===== src/rtl/uart_tx_sched_pkg.sv =====
// Shared UART register map and bus widths for the UART slave and its bus masters.
// Latency: n/a (constants and a pure address helper only).
// Backpressure: n/a.
//
// Register offsets and STAT bit positions are macros, so a plain Verilog UART
// model can consume them without importing the package. The package carries
// the bus widths and the address helper used by SystemVerilog masters.

`ifndef ADR_WIDTH
`define ADR_WIDTH 32
`endif
`ifndef DAT_WIDTH
`define DAT_WIDTH 64
`endif

`ifndef UART_REGS_DEFINED
`define UART_REGS_DEFINED
`define UART_STAT_OFS     8'h00
`define UART_CTRL_OFS     8'h08
`define UART_DATA_OFS     8'h10
`define UART_STAT_TXBUSY  0
`define UART_STAT_RXRDY   1
`endif

package uart_tx_sched_pkg;

    localparam int ADR_W = `ADR_WIDTH;
    localparam int DAT_W = `DAT_WIDTH;

    // Absolute register address from the slave base and an 8-bit offset.
    function automatic logic [ADR_W-1:0] uart_reg_adr(input logic [ADR_W-1:0] base,
                                                      input logic [7:0]       ofs);
        return base + {{(ADR_W-8){1'b0}}, ofs};
    endfunction

endpackage


===== src/rtl/uart_tx_sched_xfer.sv =====
// Wishbone single-transfer sequencer: one strobed cycle per start, ended by ack, err or timeout.
// Latency: cyc/stb rise on the edge that accepts start_i; they drop on the edge that samples ack/err/timeout.
// Backpressure: start_i is only accepted while idle, so stb is always low for at least one cycle between transfers.
//
// Ports: clk_i/rst_i; start_i + we_i/adr_i/dat_i request a transfer; cyc_o/stb_o/we_o/adr_o/dat_o
// are the registered bus outputs; ack_i/err_i from the slave; done_o (transfer ends this cycle)
// and fail_o (it ends with err or timeout) are combinational and valid only while stb_o is high.

module wb_single_xfer
    import uart_tx_sched_pkg::*;
#(
    parameter int ACK_TIMEOUT = 255
) (
    input  logic             clk_i,
    input  logic             rst_i,
    input  logic             start_i,
    input  logic             we_i,
    input  logic [ADR_W-1:0] adr_i,
    input  logic [DAT_W-1:0] dat_i,
    output logic             cyc_o,
    output logic             stb_o,
    output logic             we_o,
    output logic [ADR_W-1:0] adr_o,
    output logic [DAT_W-1:0] dat_o,
    input  logic             ack_i,
    input  logic             err_i,
    output logic             done_o,
    output logic             fail_o
);

    localparam int TW = $clog2(ACK_TIMEOUT + 1);

    logic             stb_q, stb_d;
    logic             we_q, we_d;
    logic [ADR_W-1:0] adr_q, adr_d;
    logic [DAT_W-1:0] dat_q, dat_d;
    logic [TW-1:0]    tmr_q, tmr_d;
    logic             timeout;

    // The timer starts at 0 on the first strobed cycle, so the slave gets
    // exactly ACK_TIMEOUT strobed cycles before the abort.
    assign timeout = (tmr_q == TW'(ACK_TIMEOUT - 1));

    // Responses arriving while stb is low are ignored by construction.
    assign done_o  = stb_q & (ack_i | err_i | timeout);
    // err wins over a simultaneous ack.
    assign fail_o  = stb_q & (err_i | (timeout & ~ack_i));

    always_comb begin
        stb_d = stb_q;
        we_d  = we_q;
        adr_d = adr_q;
        dat_d = dat_q;
        tmr_d = tmr_q;
        if (stb_q) begin
            if (done_o) begin
                stb_d = 1'b0;
                we_d  = 1'b0;
                adr_d = '0;
                dat_d = '0;
                tmr_d = '0;
            end else begin
                tmr_d = tmr_q + TW'(1);
            end
        end else if (start_i) begin
            stb_d = 1'b1;
            we_d  = we_i;
            adr_d = adr_i;
            dat_d = dat_i;
            tmr_d = '0;
        end
    end

    always_ff @(posedge clk_i) begin
        if (rst_i) begin
            stb_q <= 1'b0;
            we_q  <= 1'b0;
            adr_q <= '0;
            dat_q <= '0;
            tmr_q <= '0;
        end else begin
            stb_q <= stb_d;
            we_q  <= we_d;
            adr_q <= adr_d;
            dat_q <= dat_d;
            tmr_q <= tmr_d;
        end
    end

    // Single-transfer master: cyc and strobe always move together.
    assign cyc_o = stb_q;
    assign stb_o = stb_q;
    assign we_o  = we_q;
    assign adr_o = adr_q;
    assign dat_o = dat_q;

endmodule


===== src/rtl/uart_tx_sched.sv =====
// Two-requester byte scheduler that polls UART STAT until TX is idle, then writes the byte to DATA.
// Latency: grant in IDLE, STAT read next cycle; ready pulses one cycle after the DATA write completes.
// Backpressure: a requester holds its byte until its one-cycle ready pulse; errors still pulse ready.
//
// Ports: clk_i/rst_i; reqN_valid_i/reqN_data_i/reqN_ready_o per requester; m_* Wishbone master;
// busy_o (not IDLE) and err_o (sticky bus error/timeout, cleared only by reset). All outputs registered.

module uart_tx_sched
    import uart_tx_sched_pkg::*;
#(
    parameter logic [`ADR_WIDTH-1:0] UART_BASE   = '0,
    parameter int                    POLL_GAP    = 16,
    parameter int                    ACK_TIMEOUT = 255
) (
    input  logic                  clk_i,
    input  logic                  rst_i,
    input  logic                  req0_valid_i,
    input  logic [7:0]            req0_data_i,
    output logic                  req0_ready_o,
    input  logic                  req1_valid_i,
    input  logic [7:0]            req1_data_i,
    output logic                  req1_ready_o,
    output logic                  m_cyc_o,
    output logic                  m_stb_o,
    output logic                  m_we_o,
    output logic [`ADR_WIDTH-1:0] m_adr_o,
    output logic [`DAT_WIDTH-1:0] m_dat_o,
    input  logic [`DAT_WIDTH-1:0] m_dat_i,
    input  logic                  m_ack_i,
    input  logic                  m_err_i,
    output logic                  busy_o,
    output logic                  err_o
);

    typedef enum logic [2:0] {
        IDLE,
        STAT_RD,
        STAT_GAP,
        WAIT,
        DATA_WR,
        DONE
    } state_t;

    localparam int WW = $clog2(POLL_GAP + 1);

    state_t        state_q, state_d;
    logic          ptr_q, ptr_d;       // requester favoured on a tie
    logic          gnt_q, gnt_d;       // requester being served
    logic [7:0]    byte_q, byte_d;
    logic          txbusy_q, txbusy_d; // TX-busy bit from the last STAT read
    logic [WW-1:0] wait_q, wait_d;
    logic          err_q, err_d;
    logic          rdy0_q, rdy0_d;
    logic          rdy1_q, rdy1_d;
    logic          busy_q, busy_d;

    logic             xfer_start;
    logic             xfer_we;
    logic [ADR_W-1:0] xfer_adr;
    logic [DAT_W-1:0] xfer_dat;
    logic             xfer_done;
    logic             xfer_fail;
    logic             gnt_now;

    // Only the TX-busy bit of STAT matters here.
    logic unused_dat;
    assign unused_dat = ^m_dat_i;

    always_comb begin
        state_d    = state_q;
        ptr_d      = ptr_q;
        gnt_d      = gnt_q;
        byte_d     = byte_q;
        txbusy_d   = txbusy_q;
        wait_d     = wait_q;
        err_d      = err_q;
        rdy0_d     = 1'b0;
        rdy1_d     = 1'b0;
        xfer_start = 1'b0;
        xfer_we    = 1'b0;
        xfer_adr   = '0;
        xfer_dat   = '0;
        gnt_now    = (req0_valid_i & req1_valid_i) ? ptr_q : req1_valid_i;

        case (state_q)
            IDLE: begin
                if (req0_valid_i | req1_valid_i) begin
                    gnt_d      = gnt_now;
                    byte_d     = gnt_now ? req1_data_i : req0_data_i;
                    xfer_start = 1'b1;
                    xfer_adr   = uart_reg_adr(UART_BASE, `UART_STAT_OFS);
                    state_d    = STAT_RD;
                end
            end
            STAT_RD: begin
                if (xfer_done) begin
                    if (xfer_fail) begin
                        err_d   = 1'b1;
                        rdy0_d  = ~gnt_q;
                        rdy1_d  = gnt_q;
                        state_d = DONE;
                    end else begin
                        txbusy_d = m_dat_i[`UART_STAT_TXBUSY];
                        state_d  = STAT_GAP;
                    end
                end
            end
            STAT_GAP: begin
                if (txbusy_q) begin
                    wait_d  = '0;
                    state_d = WAIT;
                end else begin
                    xfer_start = 1'b1;
                    xfer_we    = 1'b1;
                    xfer_adr   = uart_reg_adr(UART_BASE, `UART_DATA_OFS);
                    xfer_dat   = {{(DAT_W-8){1'b0}}, byte_q};
                    state_d    = DATA_WR;
                end
            end
            WAIT: begin
                // STAT_GAP already gave one low cycle; WAIT adds POLL_GAP more.
                if (wait_q == WW'(POLL_GAP - 1)) begin
                    wait_d     = '0;
                    xfer_start = 1'b1;
                    xfer_adr   = uart_reg_adr(UART_BASE, `UART_STAT_OFS);
                    state_d    = STAT_RD;
                end else begin
                    wait_d = wait_q + WW'(1);
                end
            end
            DATA_WR: begin
                if (xfer_done) begin
                    if (xfer_fail) begin
                        err_d = 1'b1;
                    end
                    rdy0_d  = ~gnt_q;
                    rdy1_d  = gnt_q;
                    state_d = DONE;
                end
            end
            DONE: begin
                ptr_d   = ~gnt_q;
                state_d = IDLE;
            end
            default: begin
                state_d = IDLE;
            end
        endcase

        busy_d = (state_d != IDLE);
    end

    always_ff @(posedge clk_i) begin
        if (rst_i) begin
            state_q  <= IDLE;
            ptr_q    <= 1'b0;
            gnt_q    <= 1'b0;
            byte_q   <= '0;
            txbusy_q <= 1'b0;
            wait_q   <= '0;
            err_q    <= 1'b0;
            rdy0_q   <= 1'b0;
            rdy1_q   <= 1'b0;
            busy_q   <= 1'b0;
        end else begin
            state_q  <= state_d;
            ptr_q    <= ptr_d;
            gnt_q    <= gnt_d;
            byte_q   <= byte_d;
            txbusy_q <= txbusy_d;
            wait_q   <= wait_d;
            err_q    <= err_d;
            rdy0_q   <= rdy0_d;
            rdy1_q   <= rdy1_d;
            busy_q   <= busy_d;
        end
    end

    assign req0_ready_o = rdy0_q;
    assign req1_ready_o = rdy1_q;
    assign busy_o       = busy_q;
    assign err_o        = err_q;

    wb_single_xfer #(
        .ACK_TIMEOUT(ACK_TIMEOUT)
    ) u_xfer (
        .clk_i  (clk_i),
        .rst_i  (rst_i),
        .start_i(xfer_start),
        .we_i   (xfer_we),
        .adr_i  (xfer_adr),
        .dat_i  (xfer_dat),
        .cyc_o  (m_cyc_o),
        .stb_o  (m_stb_o),
        .we_o   (m_we_o),
        .adr_o  (m_adr_o),
        .dat_o  (m_dat_o),
        .ack_i  (m_ack_i),
        .err_i  (m_err_i),
        .done_o (xfer_done),
        .fail_o (xfer_fail)
    );

endmodule


===== config.mk =====
export PLATFORM = sky130hd
export DESIGN_NAME = uart_tx_sched
export DESIGN_NICKNAME = d
export VERILOG_FILES = /design/src/rtl/uart_tx_sched_pkg.sv /design/src/rtl/uart_tx_sched_xfer.sv /design/src/rtl/uart_tx_sched.sv
export SDC_FILE = /design/constraint.sdc
export NUM_CORES = 1
export LEC_CHECK = 0
export CAP_MARGIN = 30
export CORE_ASPECT_RATIO = 1.2
export CORE_MARGIN = 2
export CORE_UTILIZATION = 30
export CTS_BUF_LIST = sky130_fd_sc_hd__clkbuf_4
export CTS_CLUSTER_DIAMETER = 60
export CTS_CLUSTER_SIZE = 40
export DETAILED_ROUTE_END_ITERATION = 10
export DONT_BUFFER_PORTS = 1
export GPL_TIMING_DRIVEN = 0
export MAX_ROUTING_LAYER = met4
export SLEW_MARGIN = 15
export SYNTH_ARGS = -nofsm -noshare
export SYNTH_HDL_FRONTEND = slang
export SYNTH_SLANG_ARGS = --single-unit
export TNS_END_PERCENT = 5

===== constraint.sdc =====
create_clock -name clk_i -period 1.8 [get_ports clk_i]
set_input_delay 0.18 -clock clk_i [delete_from_list [all_inputs] [get_ports clk_i]]
set_output_delay 0.18 -clock clk_i [all_outputs]
set_load 0.01 [all_outputs]

==> summary.txt <==
Run status
  • Status: finished clean

Power and ir drop
  • Clock power share: 21.0%
  • Sw frac: 36.6%
  • Comb power frac: 39.1%
  • Flop pwr share: 39.9%
  • Lkg Pwr: 0.00154 uW
  • Worst ir drop on vdd: 313 uV
  • Pwr per Cell Area: 909 nW/um2
  • Switch Pwr: 1060 uW
  • Total internal power: 1840 uW

Synthesis
  • Syn. warnings: 0
  • Post-synth EDFFs: 0
  • Synthesized cell area: 2560 um2
  • Ranking of synthesized cells by area: dfxtp_1 (32%), buf_4 (27%), mux2i_1 (3.9%)
  • Synth Register Bits: 41
  • Asr flop ratio synth: 0%
  • Top-area cell type share of the netlist area: 32.1%
  • Yosys cell types: 53
  • Post-synthesis sequential area ratio: 32.1%
  • Mapped Cells: 293
  • Syn avg cell area: 8.72 um2
  • Post-synth top area cell: dfxtp_1
  • Synth Flop Type: dfxtp_1

Setup path
  • Critical Path, Cell by Cell: ha_2, nand4b_1, o221a_2, a221oi_2, nor2_1
  • CP top delay family: compound AO/OA/AOI/OAI gates
  • CP Launch Type: flip-flop
  • Max incr delay on CP: 0.45 ns
  • Worst-path fanout max: 9
  • CP bufs+invs: 0
  • Critical path's slowest cell: o221a_2
  • Kind of critical path: reg -> reg
  • CP Data Arrival Time: 1.97 ns
  • CP Capture Type: flip-flop
  • WP data required: 2.04 ns

Final layout
  • Fillcell total: 850
  • Design area: 3200 um2
  • ANT cells: 0
  • Fin util: 39.0%
  • Final nets: 477
  • Syn-to-layout area delta: 25.1%
  • Post-Layout Cell Count: 503
  • Layout cells sized above 1: 31.1%

Timing
  • Worst slew margin: 60.4%
  • Fin crit period: 1.73 ns
  • RSZ-0062 raised after global routing: yes
  • Setup total negative slack: 0 ns
  • FMAX: 0.578 GHz
  • Worst Skew: 0.00792 ns
  • Final Max Slew Viols: 0
  • Hold_ws: 0.0495 ns
  • Ratio of final minimum period to clock period: 96.1%
  • Worst slew pin tran: 0.594 ns
  • Final Hold Fails: 0
  • Setup violators final: 0

Placed design
  • GPL Wtd Cong: 0.804
  • Placed cell areas: 3020 um2
  • Port Buf Inserts: 0
  • Placed cells: 493
  • HPWL after DPL: 4.02 mm

Die
  • Starting density of the core: 31.2%
  • Die ar.: 9280 um2
  • Core area: 8200 um2
  • Rows: 36
  • Io pins: 189
  • Die H: 105 um
  • Die W: 88.3 um

Global route
  • Gr ovfl total: 0
  • Global-route wire length before repair: 8.05 mm
  • GRT Total Usage: 11.0%
  • Vias in the first global route: 1741
  • Initial antenna violation count: 0
  • Largest net degree at the start of global routing: 13

Route
  • Via count: 2003
  • ANT nets after route: 0
  • Wire per inst: 10.4 um
  • DR vias/cell: 3.98
  • Drt total wl: 5.24 mm
  • Iter 0 DRT Violations: 59
  • DRC Markers: 0
  • DR pass1 iterations: 4

Clock network
  • Clock Sinks: 41
  • CTS tree: built
  • Longest Clk Path Bufs: 2
  • Worst-path clk slew: 0.12 ns
  • Root Driver: clkbuf_4
  • H-tree levels: 2
  • Clock Latency Late Sink: 0.36 ns
  • Inserted Clock Buffers: 5

Hold path
  • Worst Hold Class: in -> reg

Flow run
  • Max_cap viols: 0
-- state kept, by name, summed over array words and instances (netlist names), 3 cells and up --
register and flops:
wait_q 5, u_xfer.dat_o 8, byte_q 8, state_q 3, u_xfer.tmr_q 8
-- metrics by stage --
step	setup WS, ns	power, uW
floorplan	0.171	2010
global placement	-0.170	2170
finish	0.0704	2910
global route	-0.0583	3090
CTS	-0.129	2800
detailed placement	-0.245	2190
-- synth_stat cells (all sizes together), types with 2 or more instances --
cell type,count
nand2,5
nand2b,2
buf,96
dfxtp,41
nor3,6
o211ai,2
nor3b,3
a31oi,4
o21a,2
o22ai,2
a21oi,8
mux2i,10
nor2b,3
clkbuf,3
a22o,8
ha,3
inv,9
nand4,3
nor2,25
a211oi,11
nor4,2
nand3b,3
a311oi,3
and2,2
o21ai,8
a22oi,2
nand3,8
-- path summary, 6_finish.rpt --
kind / start / endpoint / slack, ns / cells after the start
hold / removal: req1_data_i[6] / byte_q[6] / 0.05 / 2
hold reg to reg: gnt_q / req0_ready_o / 0.46 / 1
setup / recovery: wait_q[0] / u_xfer.tmr_q[5] / 0.07 / 5
setup reg to reg: wait_q[0] / u_xfer.tmr_q[5] / 0.07 / 5
-- what timing repair did --
item | 4_1_cts | 5_1_grt
setup buffers | 0 | 2
pin swaps | 2 | 3
setup endpoints to repair | 14 | 17
hold buffers | 1 | 0
cloned | 0 | 0
endpoints found under the hold margin | 1 | 0
gates resized for setup | 6 | 8
-- power groups by stage --
stage               Clock, uW  Combinational (uW)  Sequential [uW]
floorplan                   0                 856             1150
global placement            0                 999             1170
detailed placement          0                1010             1180
CTS                       620                1020             1160
global route              665                1250             1180
finish                    610                1140             1160
-- layout by cell type, fill, tap and decap left out, types with 8 or more instances in the layout --
cell	instances
a211oi_1	9
a22o_1	8
buf_4	91
conb_1	87
dfxtp_1	38
inv_1	9
mux2i_1	10
nand3_1	8
nor2_1	25
-- cell families after synthesis --
family / after synthesis / synth area share, %
fa+ha+maj: 3 / 1.47
other cells: 1 / 0.147
mux: 11 / 4.36
flops: 41 / 32.1
compound gates: 59 / 17.2
simple gates: 69 / 14.7
xor+xnor: 1 / 0.343
buf+inv: 108 / 29.7
-- layout make-up --
class	instances	area [um2]	area share [%]
repair buffers	3	37.5	1.17
inverters	9	33.8	1.06
well taps	114	143	4.46
plain buffers	98	724	22.7
clock buffers	6	45.0	1.41
multi-input cells	230	1350	42.3
clock inverters	2	33.8	1.06
flip-flops and latches	41	827	25.9
-- layer usage --
layer	GRT usage, %	vias up	routed length, um
met5	-	-	0
met1	12.5	870	2110
met3	2.76	8	419
met2	18.7	91	2630
met4	3.46	0	87
li1	-	1034	-
(Power assumes the default switching activity.)
